==> src/rtl/unibus_pkg.sv <==
// Shared Unibus arbitration types: FSM states, grant-select codes and request helpers.
package unibus_pkg;

  typedef enum logic [2:0] {
    IDLE,
    SETUP,
    GRANT,
    SACKED,
    MASTER
  } arb_state_t;

  // Select codes: BR levels use their own level number, NPR uses 0.
  localparam logic [2:0] SEL_NPR = 3'd0;
  localparam logic [2:0] SEL_BR4 = 3'd4;
  localparam logic [2:0] SEL_BR5 = 3'd5;
  localparam logic [2:0] SEL_BR6 = 3'd6;
  localparam logic [2:0] SEL_BR7 = 3'd7;

  function automatic logic req_live(input logic [2:0] sel,
                                    input logic [7:4] br,
                                    input logic       npr);
    if (sel == SEL_NPR)
      return npr;
    return br[{1'b1, sel[1:0]}];
  endfunction

  // One-hot BG vector (bit 0 = BG4) for a BR select code.
  function automatic logic [3:0] grant_vec(input logic [2:0] sel);
    return 4'b0001 << sel[1:0];
  endfunction

endpackage

==> src/rtl/unibus_prio_sel.sv <==
// Combinational Unibus request selector: NPR first, then highest BR above processor priority.
module unibus_prio_sel
  import unibus_pkg::*;
(
  input  logic [7:4] br,
  input  logic       npr,
  input  logic [2:0] cpu_prio,
  input  logic       cpu_br_ok,
  output logic       valid,
  output logic [2:0] sel
);

  always_comb begin
    valid = 1'b0;
    sel   = SEL_NPR;
    if (npr) begin
      valid = 1'b1;
      sel   = SEL_NPR;
    end else if (cpu_br_ok) begin
      // Ascending scan: the last hit is the highest eligible level.
      for (int unsigned l = 4; l <= 7; l++) begin
        if (br[l] && (3'(l) > cpu_prio)) begin
          valid = 1'b1;
          sel   = 3'(l);
        end
      end
    end
  end

endmodule

==> src/rtl/unibus_arb.sv <==
// Unibus bus-grant arbiter: selects BR/NPR winner, drives BG/NPG and tracks SACK/BBSY.
module unibus_arb
  import unibus_pkg::*;
#(
  parameter int unsigned BG_SETUP = 2,
  parameter int unsigned TIMEOUT  = 1023
) (
  input  logic       clk,
  input  logic       reset,
  input  logic       bus_init,
  input  logic [7:4] bus_br,
  input  logic       bus_npr,
  input  logic       bus_sack,
  input  logic       bus_bbsy,
  input  logic [7:5] cpu_prio,
  input  logic       cpu_br_ok,
  output logic [7:4] bus_bg_out,
  output logic       bus_npg_out,
  output logic       cpu_hold,
  output logic       grant_timeout
);

  localparam int unsigned SETUP_CYC  = (BG_SETUP == 0) ? 1 : BG_SETUP;
  localparam int unsigned SETUP_LAST = SETUP_CYC - 1;
  localparam int unsigned CNT_MAX    = (TIMEOUT > SETUP_LAST) ? TIMEOUT : SETUP_LAST;
  localparam int unsigned CW         = (CNT_MAX < 1) ? 1 : $clog2(CNT_MAX + 1);

  arb_state_t state, state_nxt;
  logic [2:0]    sel, sel_nxt;
  logic [CW-1:0] cnt, cnt_nxt, cnt_inc;
  logic [3:0]    bg_nxt;
  logic          npg_nxt, hold_nxt, tmo_nxt;
  logic          win_valid;
  logic [2:0]    win_sel;
  logic          live;

  unibus_prio_sel u_sel (
    .br        (bus_br),
    .npr       (bus_npr),
    .cpu_prio  (cpu_prio),
    .cpu_br_ok (cpu_br_ok),
    .valid     (win_valid),
    .sel       (win_sel)
  );

  assign live    = req_live(sel, bus_br, bus_npr);
  assign cnt_inc = (cnt == CW'(CNT_MAX)) ? cnt : cnt + 1'b1;

  always_comb begin
    state_nxt = state;
    sel_nxt   = sel;
    cnt_nxt   = cnt;
    bg_nxt    = '0;
    npg_nxt   = 1'b0;
    hold_nxt  = cpu_hold;
    tmo_nxt   = 1'b0;
    unique case (state)
      IDLE: begin
        hold_nxt = 1'b0;
        if (!bus_sack && win_valid) begin
          state_nxt = SETUP;
          sel_nxt   = win_sel;
          cnt_nxt   = '0;
          hold_nxt  = 1'b1;
        end
      end
      SETUP: begin
        if (!live) begin
          state_nxt = IDLE;
          hold_nxt  = 1'b0;
        end else if (cnt == CW'(SETUP_LAST)) begin
          // Grant register loads on the same edge the state enters GRANT.
          state_nxt = GRANT;
          cnt_nxt   = '0;
          if (sel == SEL_NPR) npg_nxt = 1'b1;
          else                bg_nxt  = grant_vec(sel);
        end else begin
          cnt_nxt = cnt_inc;
        end
      end
      GRANT: begin
        if (bus_sack) begin
          state_nxt = SACKED;
        end else if (!live) begin
          state_nxt = IDLE;
          hold_nxt  = 1'b0;
        end else if (cnt == CW'(TIMEOUT)) begin
          state_nxt = IDLE;
          hold_nxt  = 1'b0;
          tmo_nxt   = 1'b1;
        end else begin
          cnt_nxt = cnt_inc;
          if (sel == SEL_NPR) npg_nxt = 1'b1;
          else                bg_nxt  = grant_vec(sel);
        end
      end
      SACKED: begin
        if (bus_bbsy) begin
          state_nxt = MASTER;
        end else if (!bus_sack) begin
          state_nxt = IDLE;
          hold_nxt  = 1'b0;
        end
      end
      MASTER: begin
        if (!bus_bbsy && !bus_sack) begin
          state_nxt = IDLE;
          hold_nxt  = 1'b0;
        end
      end
      default: begin
        state_nxt = IDLE;
        hold_nxt  = 1'b0;
      end
    endcase
  end

  always_ff @(posedge clk or negedge reset) begin
    if (!reset) begin
      state         <= IDLE;
      sel           <= SEL_NPR;
      cnt           <= '0;
      bus_bg_out    <= '0;
      bus_npg_out   <= 1'b0;
      cpu_hold      <= 1'b0;
      grant_timeout <= 1'b0;
    end else if (bus_init) begin
      state         <= IDLE;
      sel           <= SEL_NPR;
      cnt           <= '0;
      bus_bg_out    <= '0;
      bus_npg_out   <= 1'b0;
      cpu_hold      <= 1'b0;
      grant_timeout <= 1'b0;
    end else begin
      state         <= state_nxt;
      sel           <= sel_nxt;
      cnt           <= cnt_nxt;
      bus_bg_out    <= bg_nxt;
      bus_npg_out   <= npg_nxt;
      cpu_hold      <= hold_nxt;
      grant_timeout <= tmo_nxt;
    end
  end

endmodule

==> config.mk <==
export PLATFORM = sky130hd
export DESIGN_NAME = unibus_arb
export DESIGN_NICKNAME = d
export VERILOG_FILES = /design/src/rtl/unibus_pkg.sv /design/src/rtl/unibus_prio_sel.sv /design/src/rtl/unibus_arb.sv
export SDC_FILE = /design/constraint.sdc
export NUM_CORES = 1
export LEC_CHECK = 0
export BUFFER_PORTS_ARGS = -buffer_cell sky130_fd_sc_hd__buf_2
export CAP_MARGIN = 10
export CORE_MARGIN = 8
export CORE_UTILIZATION = 51
export CTS_CLUSTER_SIZE = 10
export DETAILED_ROUTE_END_ITERATION = 12
export GPL_TIMING_DRIVEN = 0
export PLACE_DENSITY_LB_ADDON = 0.05
export SYNTH_ARGS = -nofsm -noshare
export SYNTH_HDL_FRONTEND = slang
export SYNTH_SLANG_ARGS = --single-unit
export TNS_END_PERCENT = 10
==> constraint.sdc <==
create_clock -name clk -period 2.1 [get_ports clk]
set_clock_uncertainty 0.2 [all_clocks]
set_input_delay 0.21 -clock clk [delete_from_list [all_inputs] [get_ports clk]]
set_output_delay 0.21 -clock clk [all_outputs]
set_load 0.02 [all_outputs]
# Yosys cells after proc, flatten, opt, wreduce, memory -nomap -nowiden
# Cells that the tools add are included.
# word_totals
elab_cells	120
out_inout_bits	7
inputBits	14
reg_bits	23
# op_classes
reduce_logical	17
shifts	1
magnitude_cmp	5
add_sub_neg	1
muxes	70
eq_ne	19
# ops
operator	count
10-bit two-way mux	8
3-bit two-way mux	19
1-bit two-way mux	30
10-bit case mux with 3 select lines	1
4-bit two-way mux	7
3-bit != test, second input constant	9
3-bit case mux with 5 select lines	1
3-bit greater-than comparator, first input constant	4
4-bit != test, second input constant	3
6-bit AND reduction	2
10-bit by 1-bit adder with 10-bit output, second input constant	1
10-bit by 1-bit == test with 1-bit output, second input constant	1
10-bit == test, second input constant	1
4-bit case mux with 2 select lines	1
3-bit by 2-bit == test with 1-bit output, second input constant	2
1-bit logical AND	6
3-bit logical NOT	2
5-bit != test, second input constant	1
1-bit case mux with 5 select lines	1
5-bit AND reduction	1
3-bit by 4-bit < comparator with 1-bit output, second input constant	1
2-bit nonzero test	2
4-bit nonzero test	1
1-bit by 2-bit << shifter with 4-bit output, first input constant	1
other kinds (6)	7

# Logic depth before layout (Yosys ltp)
# Gate-level depths: netlist of the first run.
# logic_depth
depth_word	12
ltp_mapped	9

# Cells and area by module
# Synthesis of the first run repeated with hierarchy kept, for this count alone.
# unflattened
cells_unflattened	174
hier_area_um2	1560.2
# by_module_without_submodules
module	area_per_inst_um2	cells_each	seq_area_each_um2	instances
unibus_arb	1456.4	156	575.6	1
unibus_prio_sel	103.8	18	0.0	1

# Least setup slack after synthesis of the first run
# No wires, ideal clock.
# synth_timing
path_type	register to register
from	register cnt[0]
to	register cnt[8]
arrival_ps	1928
setup_slack_ps	-149
path_buffers	0
path_stages_with_launch	8
path_cell_list	dfrtp_1 ha_1 nand3_2 nor3_4 nor4b_4 o31ai_2 nor3_2 o22a_1
# synth_between
elab_chain_cells	7
elab_cells_between_ends	13
cone_classes	add/sub (1); eq/ne (3); mux (8); reduce/logical (1)
# synth_lines
item	line	text
from (decl)	unibus_arb.sv:30	logic [CW-1:0] cnt, cnt_nxt, cnt_inc;
from (signal assigned)	unibus_arb.sv:138	cnt <= cnt_nxt;
10-bit by 1-bit adder with 10-bit output or 10-bit == test (tied branches)	unibus_arb.sv:47, unibus_arb.sv:87	
10-bit two-way mux	unibus_arb.sv:47	assign cnt_inc = (cnt == CW'(CNT_MAX)) ? cnt : cnt + 1'b1;
10-bit two-way mux	unibus_arb.sv:87	end else if (cnt == CW'(TIMEOUT)) begin
10-bit two-way mux	unibus_arb.sv:84	end else if (!live) begin
10-bit two-way mux	unibus_arb.sv:82	if (bus_sack) begin
10-bit case mux with 3 select lines	unibus_arb.sv:57	unique case (state)
10-bit two-way mux	unibus_arb.sv:127	end else if (bus_init) begin
# Several ways; a longest one is shown, not always the timed one. The select of a mux whose other input is x is not followed.
# A chain may end at the register's enable or synchronous reset.

# Final worst setup path of the first run
# layout_timing
from	register sel[2]
to	register cnt[4]
# layout_between
elab_chain_cells	5
elab_cells_between_ends	6
cone_classes	eq/ne (2); mux (2); reduce/logical (2)
# layout_lines
item	line	text
from (decl)	unibus_arb.sv:29	logic [2:0] sel, sel_nxt;
from (signal assigned)	unibus_arb.sv:137	sel <= sel_nxt;
3-bit logical NOT *	unibus_pkg.sv:22	if (sel == SEL_NPR)
1-bit two-way mux *	unibus_pkg.sv:22	
1-bit two-way mux *	unibus_pkg.sv:24	return br[{1'b1, sel[1:0]}];
3-bit != test (no line)	-	
6-bit AND reduction (no line) *	-	
# Mark *: on every way between the ends. The rest lies on a longest branch, timed or not.

==> impl_results.html, run 1 <==
<table>
<tr><th>Metric</th><th>Value</th></tr>
<tr><th colspan="2">Logic synthesis</th></tr>
<tr><td>Biggest area consumer among synthesized cells</td><td>sky130_fd_sc_hd__dfrtp_1</td></tr>
<tr><td>Dominant cell by count in the synthesized netlist</td><td>sky130_fd_sc_hd__dfrtp_1</td></tr>
<tr><td>Portion of the post-synthesis area used by sequential elements</td><td>36.77%</td></tr>
<tr><td>Number of synthesized register bits</td><td>23</td></tr>
<tr><td>Post-synthesis cell area</td><td>1565 um2</td></tr>
<tr><td>Area share of the largest cell type after synthesis</td><td>around 37%</td></tr>
<tr><td>Cell types with the largest area share after synthesis</td><td>sky130_fd_sc_hd__dfrtp_1 37%, sky130_fd_sc_hd__nor2_1 3.6%, sky130_fd_sc_hd__a21oi_1 3.5%</td></tr>
<tr><td>EDFF count, synth</td><td>0</td></tr>
<tr><td>Synthesis warning total</td><td>0</td></tr>
<tr><td>Flip-flop cell with the highest count after synthesis</td><td>sky130_fd_sc_hd__dfrtp_1</td></tr>
<tr><td>Mean instance size in the synthesized netlist</td><td>just under 9 um2</td></tr>
<tr><td>Commonest cells in the synthesized netlist</td><td>23 x sky130_fd_sc_hd__dfrtp_1, 15 x sky130_fd_sc_hd__nor2_1, 14 x sky130_fd_sc_hd__nand2_1, 11 x sky130_fd_sc_hd__a21oi_1, 10 x sky130_fd_sc_hd__inv_1</td></tr>
<tr><td>Cell variety after synth</td><td>55</td></tr>
<tr><td>Fraction of registers with async set or reset after synthesis</td><td>100.0%</td></tr>
<tr><td>Syn Inst Count</td><td>175</td></tr>
<tr><td>Post-synth net total</td><td>191</td></tr>
<tr><th colspan="2">Place</th></tr>
<tr><td>Detailed placer's ending HPWL</td><td>2831 um</td></tr>
<tr><td>Placer Congestion</td><td>0.8360</td></tr>
<tr><td>Cell total after placement</td><td>~230</td></tr>
<tr><td>Port Buf Inserts</td><td>20</td></tr>
<tr><th colspan="2">Pwr</th></tr>
<tr><td>Power per standard cell area</td><td>about 760 nW/um2</td></tr>
<tr><td>Register share of total power</td><td>36.7%</td></tr>
<tr><td>Share of total power consumed by net switching</td><td>40.54%</td></tr>
<tr><td>Share of total power in combinational logic</td><td>48.3%</td></tr>
<tr><td>Overall power of the completed layout</td><td>1450 uW</td></tr>
<tr><td>Leakage power total</td><td>between 0.0008 and 0.0009 uW</td></tr>
<tr><td>Largest voltage drop on the vdd net</td><td>0.4806 mV</td></tr>
<tr><td>Internal power</td><td>862.0 uW</td></tr>
<tr><td>Clock power share</td><td>15.0%</td></tr>
<tr><td>Switching power total</td><td>about 590 uW</td></tr>
<tr><th colspan="2">Floorplanning</th></tr>
<tr><td>Area of the die</td><td>5098 um2</td></tr>
<tr><td>Die Ht</td><td>71.40 um</td></tr>
<tr><td>I/O pin count</td><td>21</td></tr>
<tr><td>Count of standard-cell rows</td><td>20</td></tr>
<tr><td>Initial Util</td><td>roughly 53%</td></tr>
<tr><td>Horizontal die dimension</td><td>71.40 um</td></tr>
<tr><td>Core Footprint</td><td>2978 um2</td></tr>
<tr><th colspan="2">Finish</th></tr>
<tr><td>Filler-free cell count of the finished design</td><td>241</td></tr>
<tr><td>Layout overhead on the synthesized area</td><td>21.18%</td></tr>
<tr><td>Share of post-route cells with drive strength above 1</td><td>31.73%</td></tr>
<tr><td>Diode count</td><td>0</td></tr>
<tr><td>Number of nets in the layout</td><td>225</td></tr>
<tr><th colspan="2">Worst setup path</th></tr>
<tr><td>Critical path startpoint category</td><td>flip-flop</td></tr>
<tr><td>Category of the worst setup path capture point</td><td>flip-flop</td></tr>
<tr><td>Register-to-register setup slack</td><td>-0.24 ns</td></tr>
<tr><td>Worst endpoint required time</td><td>2.10 ns</td></tr>
<tr><td>Critical-path cell with the highest stage delay</td><td>sky130_fd_sc_hd__mux4_2</td></tr>
<tr><td>Signal arrival time at the worst endpoint</td><td>2.34 ns</td></tr>
<tr><td>Cells traversed along the worst timing path</td><td>mux2i_1 &gt; mux4_2 &gt; buf_6 &gt; nor4b_4 &gt; buf_4 &gt; o31ai_4 &gt; buf_12 &gt; o21ai_1 &gt; o31ai_1</td></tr>
<tr><td>Path type of the worst setup path</td><td>flip-flop to flip-flop</td></tr>
<tr><td>Highest net fanout along the worst path</td><td>10</td></tr>
<tr><td>Worst stage delay on the critical path</td><td>0.46 ns</td></tr>
<tr><td>Beginning of the critical path</td><td>sel[2]</td></tr>
<tr><td>Crit Reg-Reg Startpoint</td><td>sel[2]</td></tr>
<tr><th colspan="2">Clock network</th></tr>
<tr><td>Clock insertion delay at the later pin of the skew report</td><td>0.32 ns</td></tr>
<tr><td>Clk buf depth</td><td>2</td></tr>
<tr><td>Clock tree from TritonCTS</td><td>built</td></tr>
<tr><td>Root buffer selected by CTS</td><td>sky130_fd_sc_hd__clkbuf_4</td></tr>
<tr><td>CTS Sinks</td><td>23</td></tr>
<tr><td>Inserted Clock Buffers</td><td>3</td></tr>
<tr><td>Clock transition at the register clock pins on the worst setup and hold paths after CTS</td><td>0.14 ns</td></tr>
<tr><td>Number of H-tree branching levels</td><td>1</td></tr>
<tr><th colspan="2">Global routing</th></tr>
<tr><td>Final global-route overflow total</td><td>0</td></tr>
<tr><td>Vias in the first global route</td><td>1,427</td></tr>
<tr><td>Global Route Usage Sum</td><td>14.71%</td></tr>
<tr><td>Antenna violations before repair</td><td>0</td></tr>
<tr><td>Maximum number of pins on one net before global-route repair</td><td>24</td></tr>
<tr><td>Wire length of the first global-routing pass</td><td>6203 um</td></tr>
<tr><th colspan="2">Timing</th></tr>
<tr><td>Final hold viol count</td><td>0</td></tr>
<tr><td>Worst-Margin Slew</td><td>0.5192 ns</td></tr>
<tr><td>Upper clock frequency limit</td><td>426.8 MHz</td></tr>
<tr><td>Final Max Tran Viols</td><td>0</td></tr>
<tr><td>Part of the cycle the worst path needs</td><td>111.6%</td></tr>
<tr><td>Time the final worst path needs with I/O delays and setup</td><td>between 2 and 2.5 ns</td></tr>
<tr><td>Worst setup margin</td><td>-0.2432 ns</td></tr>
<tr><td>Setup-failing EPs final</td><td>11</td></tr>
<tr><td>Worst slew margin relative to its limit</td><td>about 65%</td></tr>
<tr><td>RSZ-0062 raised after global routing</td><td>true</td></tr>
<tr><th colspan="2">Flow run</th></tr>
<tr><td>Max cap viols</td><td>0</td></tr>
<tr><th colspan="2">Worst hold path</th></tr>
<tr><td>Hold Startpoint</td><td>bus_bbsy</td></tr>
<tr><td>Path class of the lowest-slack min-delay path</td><td>input port to flip-flop</td></tr>
<tr><th colspan="2">Outcome</th></tr>
<tr><td>Failing checks</td><td>setup timing</td></tr>
<tr><td>Status</td><td>complete, but fails checks</td></tr>
<tr><th colspan="2">Route</th></tr>
<tr><td># DRC</td><td>0</td></tr>
<tr><td>Drt first pass iters</td><td>4</td></tr>
<tr><td>Post-detailed-route count of antenna-violating nets</td><td>0</td></tr>
<tr><td>Total Wirelength</td><td>between 3000 and 4000 um</td></tr>
<tr><td>Total via count in the routed design</td><td>around 1,500</td></tr>
<tr><td>Vias per cell</td><td>6.120</td></tr>
<tr><td>First DRT Iteration DRCs</td><td>125</td></tr>
<tr><td>DR WL/cell</td><td>16.10 um</td></tr>
</table>
## state kept, by name, summed over array words and instances, names as in the netlist
signal / cells
cnt: 10
bus_bg_out: 4
bus_npg_out: 1
sel: 3
state: 3
cpu_hold: 1
grant_timeout: 1
## worst paths after layout
path | to | cells after the start
min reg2reg | cpu_hold | 2
max reg2reg | cnt[4] | 9
min in group asynchronous | state[1] | 2
max in group asynchronous | cnt[1] | 2
min | state[0] | 4
max | cnt[4] | 9
## metal layers
layer	track usage, %	share of wire, %
met5	0	0
met4	4.388	1.1
met3	1.953	3.3
met2	25.51	51
met1	18.35	44
## logic make-up (layout without fill, tap and decap cells)
logic type,count (synthesis),after routing,synth area share (%)
buffers and inverters,17,50,6.555
AO/OA/AOI/OAI,50,50,21.26
adder cells (fa/ha/maj),3,3,2.238
multiplexers,2,2,2.078
XOR/XNOR,1,1,0.5597
AND/OR/NAND/NOR,79,79,30.54
flip-flops,23,23,36.77
## cell type report
cell class              instances  area, um2
repair buffers                 29      182.7
multi-input cells             135      963.4
well taps                      33      41.29
flip-flops and latches         23      578.1
plain buffers                   7      66.31
clock buffers                   3      22.52
clock inverters                 1      5.005
fillers                       267       1081
inverters                      10      37.54
## metrics by stage
stage	cell area, um2	utilization (%)	hold WS, ns	TNS (ns)	setup slack [ns]
after global routing	1897	63.70	0.04076	-3.341	-0.3262
after CTS	1818	61.05	0.002825	-2.225	-0.2111
after global placement	1720	57.77	0.009429	-3.104	-0.3459
final	1897	63.70	0.02295	-1.892	-0.2432
after detailed placement	1720	57.77	0.01610	-3.648	-0.3624
after floorplan	1579	-	-0.2856	-0.4702	-0.07671
## worst max-delay path, delay by kind of cell, from the launching register on
kind,cells,cell delay (ns)
muxes,2,0.59
buffers and inverters,3,0.49
DFF,1,0.42
AOI/OAI and AO/OA,3,0.28
and+or+nand+nor,1,0.25
## placed cells by master (no fill, tap or decap), types with 4 or more instances in the layout
cell | netlist | final
sky130_fd_sc_hd__o21ai_0 | 5 | 5
sky130_fd_sc_hd__dfrtp_1 | 23 | 21
sky130_fd_sc_hd__a21oi_1 | 11 | 11
sky130_fd_sc_hd__buf_4 | 0 | 7
sky130_fd_sc_hd__inv_1 | 10 | 10
sky130_fd_sc_hd__nor3_1 | 6 | 5
sky130_fd_sc_hd__nand3_1 | 7 | 7
sky130_fd_sc_hd__clkbuf_4 | 1 | 4
sky130_fd_sc_hd__o31ai_1 | 4 | 4
sky130_fd_sc_hd__nor2_1 | 15 | 15
sky130_fd_sc_hd__o21ai_1 | 7 | 6
sky130_fd_sc_hd__buf_2 | 0 | 21
sky130_fd_sc_hd__nand2_1 | 14 | 14
sky130_fd_sc_hd__and3_1 | 4 | 4
sky130_fd_sc_hd__or2_2 | 4 | 4
sky130_fd_sc_hd__a31oi_1 | 4 | 4
## power groups by stage
stage | sequential, uW | combinational (uW) | clock, uW
after floorplan | 532 | 446 | 0
after global placement | 532 | 576 | 0
after detailed placement | 534 | 588 | 0
after CTS | 528 | 643 | 224
after global routing | 537 | 761 | 239
final | 532 | 700 | 218
## timing repair
| item | CTS | global route |
|---|---|---|
| pin swaps | 4 | 4 |
| gates cloned | 0 | 0 |
| hold buffers | 1 | 0 |
| setup endpoints to repair | 19 | 19 |
| gates resized for setup | 6 | 10 |
| buffers inserted | 4 | 5 |
| hold endpoints to repair | 23 | 0 |
Power figures use the tool's default switching activity.
==> run 2: changes to the inputs <==
- ABC_AREA: default -> 1
- CORE_UTILIZATION: 51 -> 52
==> run 2 against run 1 <==
Against the previous run:
- the flow now finishes without violations
- power shrank 15%
- register-to-register slack better by 0.41 ns
- first-iteration DRC count fell by 60%
- die area increased by 4.7%
- via count increased by 11%
- utilization is 1.3 points lower
- count of clock-buffer cells in the layout stayed put
- sequential share of layout area shrank 0.42 points
- area after synthesis is 8.2% higher
==> impl_results.html, run 2 <==
<table>
<tr><th>Metric</th><th>Value</th></tr>
<tr><th colspan="2">Logic synthesis</th></tr>
<tr><td>Fraction of registers with async set or reset after synthesis</td><td>100.0% (unchanged)</td></tr>
<tr><td>Number of synthesized register bits</td><td>23 (unchanged)</td></tr>
<tr><td>Dominant cell by count in the synthesized netlist</td><td>sky130_fd_sc_hd__nand2_1</td></tr>
<tr><td>Commonest cells in the synthesized netlist</td><td>74 x sky130_fd_sc_hd__nand2_1, 33 x sky130_fd_sc_hd__nand3_1, 26 x sky130_fd_sc_hd__inv_1, 23 x sky130_fd_sc_hd__dfrtp_1, 23 x sky130_fd_sc_hd__nor2_1</td></tr>
<tr><td>Post-synth net total</td><td>270 (+41%)</td></tr>
<tr><td>Compound-cell area share of the yosys netlist</td><td>6.800% (-14 points)</td></tr>
<tr><td>Biggest area consumer among synthesized cells</td><td>sky130_fd_sc_hd__dfrtp_1</td></tr>
<tr><td>Syn Inst Count</td><td>254 (+45%)</td></tr>
<tr><td>Post-synthesis cell area</td><td>1693 um2 (+8.2%)</td></tr>
<tr><td>Multiplexer area fraction after synthesis</td><td>0% (-2.1 points)</td></tr>
<tr><td>Cell variety after synth</td><td>27 (-51%)</td></tr>
<tr><td>Synthesis warning total</td><td>0 (unchanged)</td></tr>
<tr><td>Portion of the post-synthesis area used by sequential elements</td><td>34.00% (-2.8 points)</td></tr>
<tr><td>Flip-flop cell with the highest count after synthesis</td><td>sky130_fd_sc_hd__dfrtp_1</td></tr>
<tr><td>Adder-Cell Fraction of Synth Area</td><td>1.478% (-0.76 points)</td></tr>
<tr><td>Basic-gate share of the synthesized area counting and, or, nand and nor cells</td><td>45.16% (+15 points)</td></tr>
<tr><td>Area share of the largest cell type after synthesis</td><td>34.00% (-2.8 points)</td></tr>
<tr><td>EDFF count, synth</td><td>0 (unchanged)</td></tr>
<tr><td>Cell types with the largest area share after synthesis</td><td>sky130_fd_sc_hd__dfrtp_1 34%, sky130_fd_sc_hd__nand2_1 16%, sky130_fd_sc_hd__nand3_1 9.8%</td></tr>
<tr><td>XOR/XNOR share of the synthesized area</td><td>2.587% (+2.0 points)</td></tr>
<tr><td>Dominant combinational cell family by area after synthesis</td><td>simple AND/OR/NAND/NOR gates</td></tr>
<tr><td>Mean instance size in the synthesized netlist</td><td>6.665 um2 (-25%)</td></tr>
<tr><th colspan="2">Timing</th></tr>
<tr><td>Setup TNS</td><td>0 ns (+1.892 ns)</td></tr>
<tr><td>RSZ-0062 raised after global routing</td><td>false</td></tr>
<tr><td>Final hold viol count</td><td>0 (unchanged)</td></tr>
<tr><td>Worst-Margin Slew</td><td>0.5261 ns (+0.006894 ns)</td></tr>
<tr><td>Upper clock frequency limit</td><td>518.4 MHz (+21%)</td></tr>
<tr><td>Worst setup margin</td><td>0.1709 ns (+0.4141 ns)</td></tr>
<tr><td>Setup-failing EPs final</td><td>0 (-11)</td></tr>
<tr><td>Final Max Tran Viols</td><td>0 (unchanged)</td></tr>
<tr><td>Time the final worst path needs with I/O delays and setup</td><td>1.929 ns (-0.4141 ns)</td></tr>
<tr><td>Worst slew margin relative to its limit</td><td>64.92% (-0.46 points)</td></tr>
<tr><td>Part of the cycle the worst path needs</td><td>91.86% (-20 points)</td></tr>
<tr><th colspan="2">Route</th></tr>
<tr><td>Drt first pass iters</td><td>4 (unchanged)</td></tr>
<tr><td>Post-detailed-route count of antenna-violating nets</td><td>0 (unchanged)</td></tr>
<tr><td>Vias per cell</td><td>5.018 (-18%)</td></tr>
<tr><td>Total Wirelength</td><td>3811 um (-1.8%)</td></tr>
<tr><td>DR WL/cell</td><td>11.69 um (-27%)</td></tr>
<tr><td># DRC</td><td>0 (unchanged)</td></tr>
<tr><td>First DRT Iteration DRCs</td><td>50 (-60%)</td></tr>
<tr><td>Total via count in the routed design</td><td>1,636 (+11%)</td></tr>
<tr><th colspan="2">Pwr</th></tr>
<tr><td>Leakage power total</td><td>0.0009965 uW (+12%)</td></tr>
<tr><td>Largest voltage drop on the vdd net</td><td>0.3960 mV (-18%)</td></tr>
<tr><td>Power per standard cell area</td><td>643.3 nW/um2 (-16%)</td></tr>
<tr><th colspan="2">Finish</th></tr>
<tr><td>Most frequent standard cell in the layout excluding fill and tap cells</td><td>sky130_fd_sc_hd__nand2_1</td></tr>
<tr><td>Flip-flop count of the largest register, all copies and words added</td><td>10 (unchanged)</td></tr>
<tr><td>Number of filler instances in the final layout</td><td>308 (+15%)</td></tr>
<tr><td>Layout overhead on the synthesized area</td><td>13.38%</td></tr>
<tr><td>Commonest cells after routing, fill and taps aside</td><td>74 x sky130_fd_sc_hd__nand2_1, 33 x sky130_fd_sc_hd__nand3_1, 26 x sky130_fd_sc_hd__inv_1</td></tr>
<tr><td>Filler-free cell count of the finished design</td><td>326 (+35%)</td></tr>
<tr><td>Final instance area</td><td>1919 um2 (+1.2%)</td></tr>
<tr><td>Diode count</td><td>0 (unchanged)</td></tr>
<tr><td>Registers with the most flip-flops</td><td>cnt: 10 flops, bus_bg_out: 4 flops</td></tr>
<tr><td>Register ranked first by flip-flop count</td><td>cnt</td></tr>
<tr><td>Number of nets in the layout</td><td>299 (+33%)</td></tr>
<tr><td>Share of post-route cells with drive strength above 1</td><td>20.21% (-12 points)</td></tr>
<tr><th colspan="2">Global routing</th></tr>
<tr><td>Final global-route overflow total</td><td>0 (unchanged)</td></tr>
<tr><td>Antenna violations before repair</td><td>0 (unchanged)</td></tr>
<tr><td>Global Route Usage Sum</td><td>15.28% (+0.57 points)</td></tr>
<tr><td>Vias in the first global route</td><td>1,558 (+9.2%)</td></tr>
<tr><td>Maximum number of pins on one net before global-route repair</td><td>24 (unchanged)</td></tr>
<tr><td>Wire length of the first global-routing pass</td><td>6603 um (+6.4%)</td></tr>
<tr><th colspan="2">Worst setup path</th></tr>
<tr><td>Crit Reg-Reg Startpoint</td><td>cnt[0]</td></tr>
<tr><td>Category of the worst setup path capture point</td><td>flip-flop</td></tr>
<tr><td>Worst endpoint required time</td><td>2.13 ns (+0.03 ns)</td></tr>
<tr><td>Signal arrival time at the worst endpoint</td><td>1.96 ns (-0.38 ns)</td></tr>
<tr><td>Critical path startpoint category</td><td>flip-flop</td></tr>
<tr><td>Path type of the worst setup path</td><td>flip-flop to flip-flop</td></tr>
<tr><td>Beginning of the critical path</td><td>cnt[0]</td></tr>
<tr><td>Highest net fanout along the worst path</td><td>10 (unchanged)</td></tr>
<tr><th colspan="2">Clock network</th></tr>
<tr><td>Clock insertion delay at the later pin of the skew report</td><td>0.32 ns (about the same)</td></tr>
<tr><td>CTS Sinks</td><td>23 (unchanged)</td></tr>
<tr><td>Post-CTS Setup Bufs</td><td>0 (-4)</td></tr>
<tr><td>Number of H-tree branching levels</td><td>1 (unchanged)</td></tr>
<tr><td>Clk buf depth</td><td>2 (unchanged)</td></tr>
<tr><td>Clock transition at the register clock pins on the worst setup and hold paths after CTS</td><td>0.13 ns (about the same)</td></tr>
<tr><td>Inserted Clock Buffers</td><td>3 (unchanged)</td></tr>
<tr><td>Clock tree from TritonCTS</td><td>built</td></tr>
<tr><td>Root buffer selected by CTS</td><td>sky130_fd_sc_hd__clkbuf_4</td></tr>
<tr><th colspan="2">Floorplanning</th></tr>
<tr><td>Count of standard-cell rows</td><td>20 (unchanged)</td></tr>
<tr><td>Horizontal die dimension</td><td>73.06 um (+2.3%)</td></tr>
<tr><td>Die Ht</td><td>73.06 um (+2.3%)</td></tr>
<tr><td>Core Footprint</td><td>3078 um2 (+3.4%)</td></tr>
<tr><td>I/O pin count</td><td>21 (unchanged)</td></tr>
<tr><td>Initial Util</td><td>55.00% (+2.4 points)</td></tr>
<tr><td>Area of the die</td><td>5337 um2 (+4.7%)</td></tr>
<tr><th colspan="2">Outcome</th></tr>
<tr><td>Status</td><td>completed</td></tr>
<tr><th colspan="2">Worst hold path</th></tr>
<tr><td>Path class of the lowest-slack min-delay path</td><td>input port to flip-flop</td></tr>
<tr><td>Hold Startpoint</td><td>bus_init</td></tr>
<tr><th colspan="2">Place</th></tr>
<tr><td>Cell total after placement</td><td>318 (+39%)</td></tr>
<tr><td>Port Buf Inserts</td><td>20 (unchanged)</td></tr>
<tr><td>Placer Congestion</td><td>0.8165 (-2.3%)</td></tr>
<tr><td>Post-detailed-placement cell area</td><td>1848 um2 (+7.4%)</td></tr>
<tr><td>Detailed placer's ending HPWL</td><td>2931 um (+3.5%)</td></tr>
<tr><td>Pre-CTS setup slack</td><td>0.1513 ns (+0.5136 ns)</td></tr>
<tr><th colspan="2">Flow run</th></tr>
<tr><td>Max cap viols</td><td>0 (unchanged)</td></tr>
</table>
run 2: power by group:
part	internal, uW	switching [uW]
Sequential	475	36.7
Combinational	168	342
Clock	72.8	140
Total	717	518
run 2: path summary, 6_finish.rpt:
path,end,slack (ns),cells past startpoint
max,cnt[6],0.17,11
min,grant_timeout,0.009,4
max reg2reg,cnt[6],0.17,11
min reg2reg,bus_bg_out[5],0.29,1
max in group asynchronous,cnt[0],1.12,2
min in group asynchronous,sel[0],0.19,2
run 2: area by class of cell:
class / instances / area (um2) / area share (%)
buffer: 6 / 45.04 / 2.347
timing repair buffer: 24 / 140.1 / 7.301
tap: 44 / 55.05 / 2.868
clock buffer: 3 / 22.52 / 1.173
inverter: 33 / 123.9 / 6.454
sequential: 23 / 576.8 / 30.05
clock inverter: 1 / 7.507 / 0.3911
multi-input combinational: 192 / 948.4 / 49.41
run 2: per-stage QoR:
stage / hold WS [ns] / utilization (%) / power, uW
6_report: 0.008986 / 62.36 / 1235
3_5_place_dp: 0.02350 / 60.04 / 1023
5_1_grt: 0.009779 / 62.36 / 1320
4_1_cts: 0.002469 / 62.32 / 1247
3_3_place_gp: 0.01956 / 60.04 / 1013
2_1_floorplan: -0.2856 / - / 893.1
run 2: cells by family (layout without fill, tap and decap cells):
logic type	after synthesis	count (layout)
flops	23	23
buf+inv	39	67
fa+ha+maj	2	2
xor+xnor	5	5
compound gates	20	20
simple gates	165	165
run 2: worst max-delay path, cell delays in order (launching register included):
cell                      delay (ns)
sky130_fd_sc_hd__dfrtp_2        0.47
sky130_fd_sc_hd__ha_1           0.25
sky130_fd_sc_hd__nand2_1        0.12
sky130_fd_sc_hd__nor2_4         0.06
sky130_fd_sc_hd__nand3_2        0.11
sky130_fd_sc_hd__nand2_2        0.07
sky130_fd_sc_hd__inv_2          0.07
sky130_fd_sc_hd__nor2_4         0.04
sky130_fd_sc_hd__a21oi_4        0.13
sky130_fd_sc_hd__nand2_2        0.17
sky130_fd_sc_hd__nand2_1        0.11
sky130_fd_sc_hd__nand2_1        0.05
run 2: repair_timing:
item	4_1_cts	5_1_grt
resized for setup	0	1
hold buffers	4	0
hold endpoints to repair	26	0
endpoints found under the setup margin	0	2
run 2: layer usage:
metal	track usage, %	vias up	part of all wire [%]	wire length (um)
met4	5.556	0	1.0	40
met5	0	-	0	0
met2	26.61	21	49	1851
li1	-	867	-	-
met3	2.198	4	1.9	74
met1	18.39	744	48	1844
